`config.mk`:
```
export PLATFORM = sky130hd
export DESIGN_NAME = h14rx_decoding_top
export DESIGN_NICKNAME = d
export VERILOG_FILES = /design/src/rtl/h14rx_decoding_top.sv
export SDC_FILE = /design/constraint.sdc
export NUM_CORES = 1
export LEC_CHECK = 0
export CORE_AREA = 2 2 119 121
export DETAILED_ROUTE_END_ITERATION = 12
export DIE_AREA = 0 0 121 123
export REMOVE_ABC_BUFFERS = 1
export SYNTH_ARGS = -nofsm -noshare
export SYNTH_HDL_FRONTEND = slang
export SYNTH_SLANG_ARGS = --single-unit
export TNS_END_PERCENT = 30
```
`constraint.sdc`:
```
create_clock -name clk -period 2.2 [get_ports clk]
set_input_delay 0.22 -clock clk [delete_from_list [all_inputs] [get_ports clk]]
set_output_delay 0.22 -clock clk [all_outputs]
set_load 0.005 [all_outputs]
```
`src/rtl/h14rx_decoding_top.sv`:
```
// HDMI 1.4 TMDS receive decoder: classifies a three-channel symbol stream into
// control/preamble/guard/video/data-island periods and recovers the payload bits.
package h14tx_pkg;
    typedef enum logic [2:0] {
        Control,
        VideoPreamble,
        VideoGuard,
        VideoActive,
        DataIslandPreamble,
        DataIslandGuard,
        DataIslandActive
    } period_t;
endpackage

module h14rx_decoding_top
    import h14tx_pkg::*;
#(
    parameter int unsigned MaxPackets  = 18,
    parameter int unsigned PreambleLen = 8
) (
    input  logic            clk,
    input  logic            rst,
    input  logic [2:0][9:0] symbol,
    output period_t         period,
    output logic            hsync,
    output logic            vsync,
    output logic [3:0]      ctl,
    output logic [2:0][7:0] video,
    output logic [2:0][3:0] data,
    output logic            sym_err,
    output logic            seq_err
);
    localparam int unsigned PcntW = $clog2(PreambleLen + 1);
    localparam int unsigned PktW  = $clog2(MaxPackets + 1);
    localparam logic [PcntW-1:0] PreLen = PcntW'(PreambleLen);
    localparam logic [PktW-1:0]  PktMax = PktW'(MaxPackets);
    localparam logic [9:0] GuardA    = 10'b1011001100;
    localparam logic [9:0] GuardB    = 10'b0100110011;
    localparam logic [3:0] CtlVideo  = 4'b0001;
    localparam logic [3:0] CtlIsland = 4'b0101;

    typedef enum logic [2:0] {
        CTRL, V_GUARD, V_ACT, D_GUARD_LEAD, D_ACT, D_GUARD_TRAIL
    } state_t;

    // {valid, c1, c0}
    function automatic logic [2:0] ctrl_dec(input logic [9:0] s);
        logic [2:0] r;
        case (s)
            10'b1101010100: r = 3'b100;
            10'b0010101011: r = 3'b101;
            10'b0101010100: r = 3'b110;
            10'b1010101011: r = 3'b111;
            default:        r = 3'b000;
        endcase
        return r;
    endfunction

    // {valid, nibble}
    function automatic logic [4:0] terc4_dec(input logic [9:0] s);
        logic [4:0] r;
        case (s)
            10'b1010011100: r = 5'h10;
            10'b1001100011: r = 5'h11;
            10'b1011100100: r = 5'h12;
            10'b1011100010: r = 5'h13;
            10'b0101110001: r = 5'h14;
            10'b0100011110: r = 5'h15;
            10'b0110001110: r = 5'h16;
            10'b0100111100: r = 5'h17;
            10'b1011001100: r = 5'h18;
            10'b0100111001: r = 5'h19;
            10'b0110011100: r = 5'h1A;
            10'b1011000110: r = 5'h1B;
            10'b1010001110: r = 5'h1C;
            10'b1001110001: r = 5'h1D;
            10'b0101100011: r = 5'h1E;
            10'b1011000011: r = 5'h1F;
            default:        r = 5'h00;
        endcase
        return r;
    endfunction

    function automatic logic [7:0] tmds_dec(input logic [9:0] s);
        logic [7:0] d;
        logic [7:0] r;
        d    = s[9] ? ~s[7:0] : s[7:0];
        r[0] = d[0];
        for (int unsigned i = 1; i < 8; i++)
            r[i] = s[8] ? (d[i] ^ d[i-1]) : ~(d[i] ^ d[i-1]);
        return r;
    endfunction

    state_t           r_state, w_state;
    logic [PcntW-1:0] r_pcnt, w_pcnt, w_pre_cnt;
    logic [4:0]       r_scnt, w_scnt;
    logic [PktW-1:0]  r_pkt, w_pkt;
    period_t          r_period, w_period, w_pre_period;
    logic             r_hsync, w_hsync, r_vsync, w_vsync;
    logic [3:0]       r_ctl, w_ctl, w_code;
    logic [2:0][7:0]  r_video, w_video, w_px;
    logic [2:0][3:0]  r_data, w_data;
    logic             r_sym_err, w_sym_err, r_seq_err, w_seq_err;
    logic [2:0][2:0]  w_cd;
    logic [2:0][4:0]  w_td;
    logic             w_all_ctrl, w_any_ctrl, w_all_terc, w_vguard, w_dguard;

    always_comb begin
        for (int unsigned ch = 0; ch < 3; ch++) begin
            w_cd[ch] = ctrl_dec(symbol[ch]);
            w_td[ch] = terc4_dec(symbol[ch]);
            w_px[ch] = tmds_dec(symbol[ch]);
        end
    end

    assign w_all_ctrl = w_cd[0][2] & w_cd[1][2] & w_cd[2][2];
    assign w_any_ctrl = w_cd[0][2] | w_cd[1][2] | w_cd[2][2];
    assign w_all_terc = w_td[0][4] & w_td[1][4] & w_td[2][4];
    assign w_code     = {w_cd[2][1:0], w_cd[1][1:0]};
    assign w_vguard   = (symbol[0] == GuardA) && (symbol[1] == GuardB) && (symbol[2] == GuardA);
    assign w_dguard   = w_td[0][4] && (w_td[0][3:2] == 2'b11) &&
                        (symbol[1] == GuardB) && (symbol[2] == GuardB);

    // Run length of an unchanged preamble code, saturating at PreambleLen.
    always_comb begin
        w_pre_cnt    = '0;
        w_pre_period = Control;
        if (w_code == CtlVideo || w_code == CtlIsland) begin
            if (r_pcnt != '0 && w_code == r_ctl)
                w_pre_cnt = (r_pcnt >= PreLen) ? r_pcnt : r_pcnt + 1'b1;
            else
                w_pre_cnt = PcntW'(1);
        end
        if (w_pre_cnt >= PreLen && w_pre_cnt != '0)
            w_pre_period = (w_code == CtlVideo) ? VideoPreamble : DataIslandPreamble;
    end

    always_comb begin
        w_state   = r_state;
        w_pcnt    = '0;
        w_scnt    = r_scnt;
        w_pkt     = r_pkt;
        w_period  = Control;
        w_hsync   = r_hsync;
        w_vsync   = r_vsync;
        w_ctl     = r_ctl;
        w_video   = '0;
        w_data    = '0;
        w_sym_err = 1'b0;
        w_seq_err = 1'b0;
        case (r_state)
            CTRL: begin
                if (w_all_ctrl) begin
                    {w_vsync, w_hsync} = w_cd[0][1:0];
                    w_ctl    = w_code;
                    w_pcnt   = w_pre_cnt;
                    w_period = w_pre_period;
                end else if (r_pcnt >= PreLen && r_ctl == CtlVideo && w_vguard) begin
                    w_state  = V_GUARD;
                    w_period = VideoGuard;
                end else if (r_pcnt >= PreLen && r_ctl == CtlIsland && w_dguard) begin
                    w_state  = D_GUARD_LEAD;
                    w_period = DataIslandGuard;
                    {w_vsync, w_hsync} = w_td[0][1:0];
                end else begin
                    w_sym_err = 1'b1;
                end
            end
            V_GUARD: begin
                if (w_vguard) begin
                    w_state  = V_ACT;
                    w_period = VideoGuard;
                end else begin
                    w_state   = CTRL;
                    w_seq_err = 1'b1;
                end
            end
            V_ACT: begin
                if (w_all_ctrl) begin
                    w_state = CTRL;
                    {w_vsync, w_hsync} = w_cd[0][1:0];
                    w_ctl  = w_code;
                    w_pcnt = w_pre_cnt;
                end else begin
                    w_period  = VideoActive;
                    w_video   = w_px;
                    w_sym_err = w_any_ctrl;
                end
            end
            D_GUARD_LEAD: begin
                if (w_dguard) begin
                    w_state  = D_ACT;
                    w_period = DataIslandGuard;
                    w_scnt   = '0;
                    w_pkt    = '0;
                    {w_vsync, w_hsync} = w_td[0][1:0];
                end else begin
                    w_state   = CTRL;
                    w_seq_err = 1'b1;
                end
            end
            D_ACT: begin
                if (w_dguard && r_scnt == '0 && r_pkt != '0) begin
                    w_state  = D_GUARD_TRAIL;
                    w_period = DataIslandGuard;
                    {w_vsync, w_hsync} = w_td[0][1:0];
                end else if (w_dguard || (r_scnt == '0 && r_pkt == PktMax)) begin
                    w_state   = CTRL;
                    w_seq_err = 1'b1;
                end else begin
                    w_period  = DataIslandActive;
                    w_data    = {w_td[2][3:0], w_td[1][3:0], w_td[0][3:0]};
                    w_sym_err = ~w_all_terc;
                    if (w_td[0][4])
                        {w_vsync, w_hsync} = w_td[0][1:0];
                    w_scnt = r_scnt + 5'd1;
                    if (r_scnt == 5'd31)
                        w_pkt = r_pkt + 1'b1;
                end
            end
            D_GUARD_TRAIL: begin
                w_state = CTRL;
                if (w_dguard) begin
                    w_period = DataIslandGuard;
                    {w_vsync, w_hsync} = w_td[0][1:0];
                end else begin
                    w_seq_err = 1'b1;
                end
            end
            default: w_state = CTRL;
        endcase
    end

    always_ff @(posedge clk or posedge rst) begin
        if (rst) begin
            r_state   <= CTRL;
            r_pcnt    <= '0;
            r_scnt    <= '0;
            r_pkt     <= '0;
            r_period  <= Control;
            r_hsync   <= 1'b0;
            r_vsync   <= 1'b0;
            r_ctl     <= '0;
            r_video   <= '0;
            r_data    <= '0;
            r_sym_err <= 1'b0;
            r_seq_err <= 1'b0;
        end else begin
            r_state   <= w_state;
            r_pcnt    <= w_pcnt;
            r_scnt    <= w_scnt;
            r_pkt     <= w_pkt;
            r_period  <= w_period;
            r_hsync   <= w_hsync;
            r_vsync   <= w_vsync;
            r_ctl     <= w_ctl;
            r_video   <= w_video;
            r_data    <= w_data;
            r_sym_err <= w_sym_err;
            r_seq_err <= w_seq_err;
        end
    end

    assign period  = r_period;
    assign hsync   = r_hsync;
    assign vsync   = r_vsync;
    assign ctl     = r_ctl;
    assign video   = r_video;
    assign data    = r_data;
    assign sym_err = r_sym_err;
    assign seq_err = r_seq_err;
endmodule

```
After elaboration in Yosys (flattened, before gate mapping)

Index checks and enable logic that the tools add are counted.
Widths: inputs -> output; s select.

$add $sub $neg: 3
$lt $le $gt $ge: 2
Equality and inequality tests: 88
Multiplexer cells: 97
Bitwise gates (word level): 52
Reductions and logical operators: 30

Operators by type and width:

| cell                 | number |
|---|---|
| $eq 10x10->1 const B | 33 |
| $eq 10x9->1 const B  | 26 |
| $pmux 5 s16          | 3 |
| $mux 24              | 2 |
| $mux 1               | 47 |
| $mux 3               | 15 |
| $mux 12              | 3 |
| $pmux 3 s4           | 3 |
| $eq 10x8->1 const B  | 3 |
| $mux 5               | 6 |
| $pmux 3 s5           | 2 |
| $mux 8               | 3 |
| $not 8->8            | 3 |
| $not 1->1            | 22 |
| $xor 1x1->1          | 21 |
| $mux 4               | 5 |
| $pmux 5 s2           | 2 |
| $ne 3x3->1 const B   | 6 |
| $logic_and 1x1->1    | 14 |
| $ne 2x2->1 const B   | 6 |
| $reduce_bool 4->1    | 3 |
| $add 5x1->5 const B  | 2 |
| $eq 5x5->1 const B   | 2 |
| $eq 4x1->1 const B   | 2 |
| other kinds (24)     | 38 |

Register bits: 64
Input bits: 32
Output and inout port bits: 47
Logic and storage cells: 288

Depth between registers and ports, before layout

Word-level depth: 11
Depth in mapped cells: 10
Mapped depth without buffers: 9

Worst setup path before layout

No wires, ideal clock.

Path type: input -> register
Start point: input symbol[4] in the netlist's numbering
End point: register r_hsync, in the netlist hsync
Library setup time: 0.128 ns
Arrival time: 2.409 ns
Required time: 2.072 ns
Setup slack: -0.337 ns
Stages on the path: 9
Buffers on the path: 0
Path through: inv_1 ha_1 and4b_1 and3_1 or3_1 a2111o_1 o211a_1 o311ai_2 mux2_1

Word-level cells in the longest chain between the ends: 10
Elaborated cells on any way between the ends: 51
Classes of those cells: 27 x eq/ne; 11 x mux; 2 x bitwise; 11 x reduce/logical

Ends and longest elaborated chain:

| what                                                     | line | RTL |
|---|---|---|
| start, declared                                          | 23   | `input logic [2:0][9:0] symbol,` |
| $eq 10x10->1 (tied with other cells)                     | 62   | `case (s)` |
| $pmux 5 s16                                              | 62   |  |
| $eq 2x2->1                                               | 121  | `assign w_dguard = w_td[0][4] && (w_td[0][3:2] == 2'b11) &&` |
| $logic_and 1x1->1 (2 in a row)                           | 121  |  |
| $logic_and 1x1->1                                        | 122  | `(symbol[1] == GuardB) && (symbol[2] == GuardB);` |
| $logic_and 1x1->1 (2 in a row)                           | 203  | `if (w_dguard && r_scnt == '0 && r_pkt != '0) begin` |
| $ne 3x3->1 (no line) or $mux 1 (tied branches)           | --   |  |
| $reduce_and 7->1 (no line) or $pmux 1 s4 (tied branches) | --   |  |
| end signal, assigned                                     | 254  | `r_hsync <= w_hsync;` |
| end, declared                                            | 99   | `logic r_hsync, w_hsync, r_vsync, w_vsync;` |

Several ways; a longest one is shown, not always the timed one. The select of a mux whose other input is x is not followed.
A chain may end at the register's enable or synchronous reset.

Final worst setup path

Start point: input symbol[10] in the netlist's numbering
End point: register r_vsync, in the netlist vsync

Word-level cells in the longest chain between the ends: 7
Elaborated cells on any way between the ends: 27
Classes of those cells: 11 x eq/ne; 4 x mux; 2 x bitwise; 10 x reduce/logical

Ends and longest elaborated chain:

| what                                                 | line | RTL |
|---|---|---|
| branches (longest 7 deep; another with $eq 10x10->1) | --   |  |
| end signal, assigned                                 | 255  | `r_vsync <= w_vsync;` |
| end, declared                                        | 99   |  |

Parallel ways; which one is timed is not known.

==> impl_summary.txt <==
----------------------------------------------------
[Outcome]
  Result of the run ... finished with violations
  Violated checks ... setup timing

[Critical path]
  Slowest library cell on the worst path ... or4b_4
  Worst R2R Setup Slack ... 0.12 ns
  Slowest cell delay on critical path ... roughly 0.52 ns
  Crit end category ... register
  Arrival time of data at the critical path endpoint ... approximately 2.4 ns
  Startpoint kind of the worst setup timing path ... input pin
  Critical path required time ... 2.42 ns
  Setup CP Type ... in2reg
  Cell breakdown of the critical path ... buf_8 > inv_6 > ha_4 > nand2_4 > or4b_4 > a221o_1 > a32o_2 > nor3_4 > o311ai_4 > mux2_4
  Critical Path Fanout Max ... 3

[Pwr]
  Total power density per cell area ... 422 nW/um^2
  Reported leakage power ... ~3.6 nW
  Peak supply drop ... 0.306 mV
  Total design power ... ~3.3 mW

[Route]
  Post-DRT Antenna Nets ... 0
  Wirelength, routed ... 14900 um
  Detailed-routing iteration count for the pre-antenna-repair pass ... 7
  Avg WL per Cell ... about 15 um
  Detailed-route vias per instance ... roughly 5
  DRC marker count from the first detailed-route iteration ... about 260
  Total number of vias ... around 4900
  DRC violations left ... 0

[Timing]
  Fin Clk Skew ... 0.00813 ns
  Setup repair after global routing missed its margin ... yes
  Worst slew pin tran ... ~0.5 ns
  Final hold violation count ... 0
  Achievable Freq ... between 400 and 500 MHz
  Number of max-slew violations in the final report ... 0
  Final period utilization ... 101%
  Rel. slew slack ... about 67%
  Fin Setup TNS ... -0.0283 ns
  Final setup slack of the worst path ... -0.0190 ns
  Final Setup Violations ... 2
  Clock period minus worst slack ... between 2 and 2.5 ns

[Global routing]
  Aggregate global routing overflow ... 0
  Global-route wire length before repair ... roughly 24000 um
  Largest net degree at the start of global routing ... 65
  Global-route usage over all layers ... a little over 20%
  Number of global-route vias before repair ... just over 5000
  Number of antenna violations at the first check in global routing ... 0

[Synth]
  Post-synth top flop ... dfrtp_1
  Proportion of synthesized area in mux cells ... under 10%
  Post-synth top cells ... dfrtp_1 (64), nor2_1 (56), ha_1 (52)
  XOR/XNOR share of the synthesized area ... under 10%
  Cell variety after synth ... 66
  Count of yosys warnings during synthesis ... 0
  Fraction of the mapped netlist area in simple logic gates ... ~23%
  Cell with the most instances after synthesis ... dfrtp_1
  Netlist area before placement ... 4680 um^2
  Synth area leader ... dfrtp_1
  Proportion of register bits with asynchronous set or reset after synthesis ... 100%
  Post-synth EDFFs ... 0
  Register area share after synthesis ... about 34%
  Fraction of the mapped netlist area in compound gates ... 13.7%
  Largest family of logic cells by synthesized area ... simple AND/OR/NAND/NOR gates
  Adder-Cell Fraction of Synth Area ... approximately 14%
  Area fraction of the dominant cell type after synthesis ... roughly a third
  Synthesized flop and latch total ... 64
  Avg Cell Area, Syn ... approximately 9.0 um^2
  Ranking of synthesized cells by area ... dfrtp_1 (34%), ha_1 (14%), xnor2_1 (4.9%), nor2_1 (4.5%), nand2_1 (3.8%)
  Gate count after technology mapping ... 518

[Cells and area]
  Growth of design area from synthesis to finish ... 66.9%
  Share of layout cells above drive strength 1 ... 41.9%
  Number of nets in the layout ... between 800 and 900
  Diodes inserted ... 0
  Finished Cell Area ... between 7000 and 8000 um^2

[CTS]
  CTS sink count ... 64
  Number of CTS-inserted buffers ... 9
  Clock tree root buffer cell ... clkbuf_16
  Later-pin clock latency in the skew report ... 0.35 ns
  Clock tree from TritonCTS ... yes
  Number of buffers on the longest clock path ... 2
  Hold Buf Count CTS ... 0
  Reg clk slew, reported paths ... 0.05 ns
  H-tree level count ... 3

[Die]
  Starting density of the core ... around a third
  Number of placement rows ... 43
  X dimension of the die ... between 100 and 150 um
  Count of boundary I/O pins ... 79
  Die Y ... approximately 120 um
  Core Area ... between 10000 and 15000 um^2
  Area of the die ... between 10000 and 15000 um^2

[Run]
  Reported max-cap violation count ... 0

[Placement]
  IO Port Bufs ... about 80
  Routability Congestion ... 0.937
  Dpl cell area ... roughly 6800 um^2
  Post-detail-place hpwl ... 10400 um

[Hold path]
  Hold Crit Class ... in2reg

----------------------------------------------------
metrics by stage:
step	instances	hold WS, ns	utilization, %	setup slack [ns]
floorplan	501	0.366	-	-0.592
global placement	921	0.498	50.3	-0.888
detailed placement	921	0.491	50.3	-0.951
CTS	963	0.269	55.4	0.00121
global route	972	0.205	57.4	-0.0506
finish	972	0.199	57.4	-0.0190
placed cells by master (no fill, tap or decap), types with 5 or more instances in the layout:
cell,synthesis,routed
a21oi_1,16,11
nor2_1,56,55
xor2_1,16,16
buf_2,5,5
buf_4,0,187
dfrtp_1,64,64
a31oi_1,6,5
nand3_1,19,17
nor3_1,6,6
and2_1,5,5
a22o_1,8,8
clkdlybuf4s50_1,0,50
inv_4,0,6
nand4_1,23,23
clkbuf_16,0,9
nor2b_1,12,11
buf_6,1,15
inv_1,33,12
ha_4,0,17
ha_2,0,8
nand2_1,47,46
inv_2,0,14
o21ai_0,17,11
xnor2_1,26,26
clkbuf_2,0,11
mux2_2,6,5
ha_1,52,27
power by group:
group	total, mW	internal [mW]	switching (mW)
sequential	1.18	1.18	0.0000000422
clock	1.58	1.03	0.548
combinational	0.544	0.283	0.261
total	3.30	2.49	0.809
per-layer routing:
layer	up-vias	share of wire, %	global-route usage, %
met1	2302	41	23.6
met5	-	0	0
li1	2364	-	-
met2	175	52	35.8
met3	28	5.6	4.38
met4	0	2.0	8.87
cells by family after synthesis:
kind of cell / Yosys count
compound gates: 91
fa+ha+maj: 52
buf+inv: 50
simple gates: 207
mux: 12
flops: 64
xor+xnor: 42
flip-flops by register name (all words and copies together) (netlist names):
register / count
video: 24
r_scnt: 5
r_pkt: 5
data: 12
hsync: 1
vsync: 1
r_pcnt: 4
period: 3
r_state: 3
seq_err: 1
sym_err: 1
ctl: 4
worst max-delay path, delay by kind of cell:
| family | cells | cell delay (ns) |
|---|---|---|
| buffers and inverters | 2 | 0.15 |
| AOI/OAI and AO/OA | 3 | 0.83 |
| and+or+nand+nor | 3 | 0.77 |
| muxes | 1 | 0.32 |
| adders and majority gates | 1 | 0.14 |
area by class of cell:
type,count,area (um^2)
clock buffer,12,246
clock inverter,4,77.6
fill,1143,5800
inverter,33,144
multi-input combinational,404,3290
sequential,64,1600
tap,180,225
timing repair buffer,275,2240
path summary, 6_finish.rpt:
path	cells after the start	endpoint	startpoint
max	10	vsync	symbol[10]
min	3	video[14]	symbol[16]
max reg2reg	8	vsync	r_scnt[0]
min reg2reg	1	hsync	hsync
max in group asynchronous	3	data[5]	rst
min in group asynchronous	3	video[20]	rst
what timing repair did:
action / 4_1_cts / 5_1_grt
pin swaps: 29 / 22
endpoints found under the setup margin: 64 / 29
cloned: 0 / 0
resized for setup: 112 / 112
buffers inserted: 26 / 9
(Power assumes the default switching activity.)
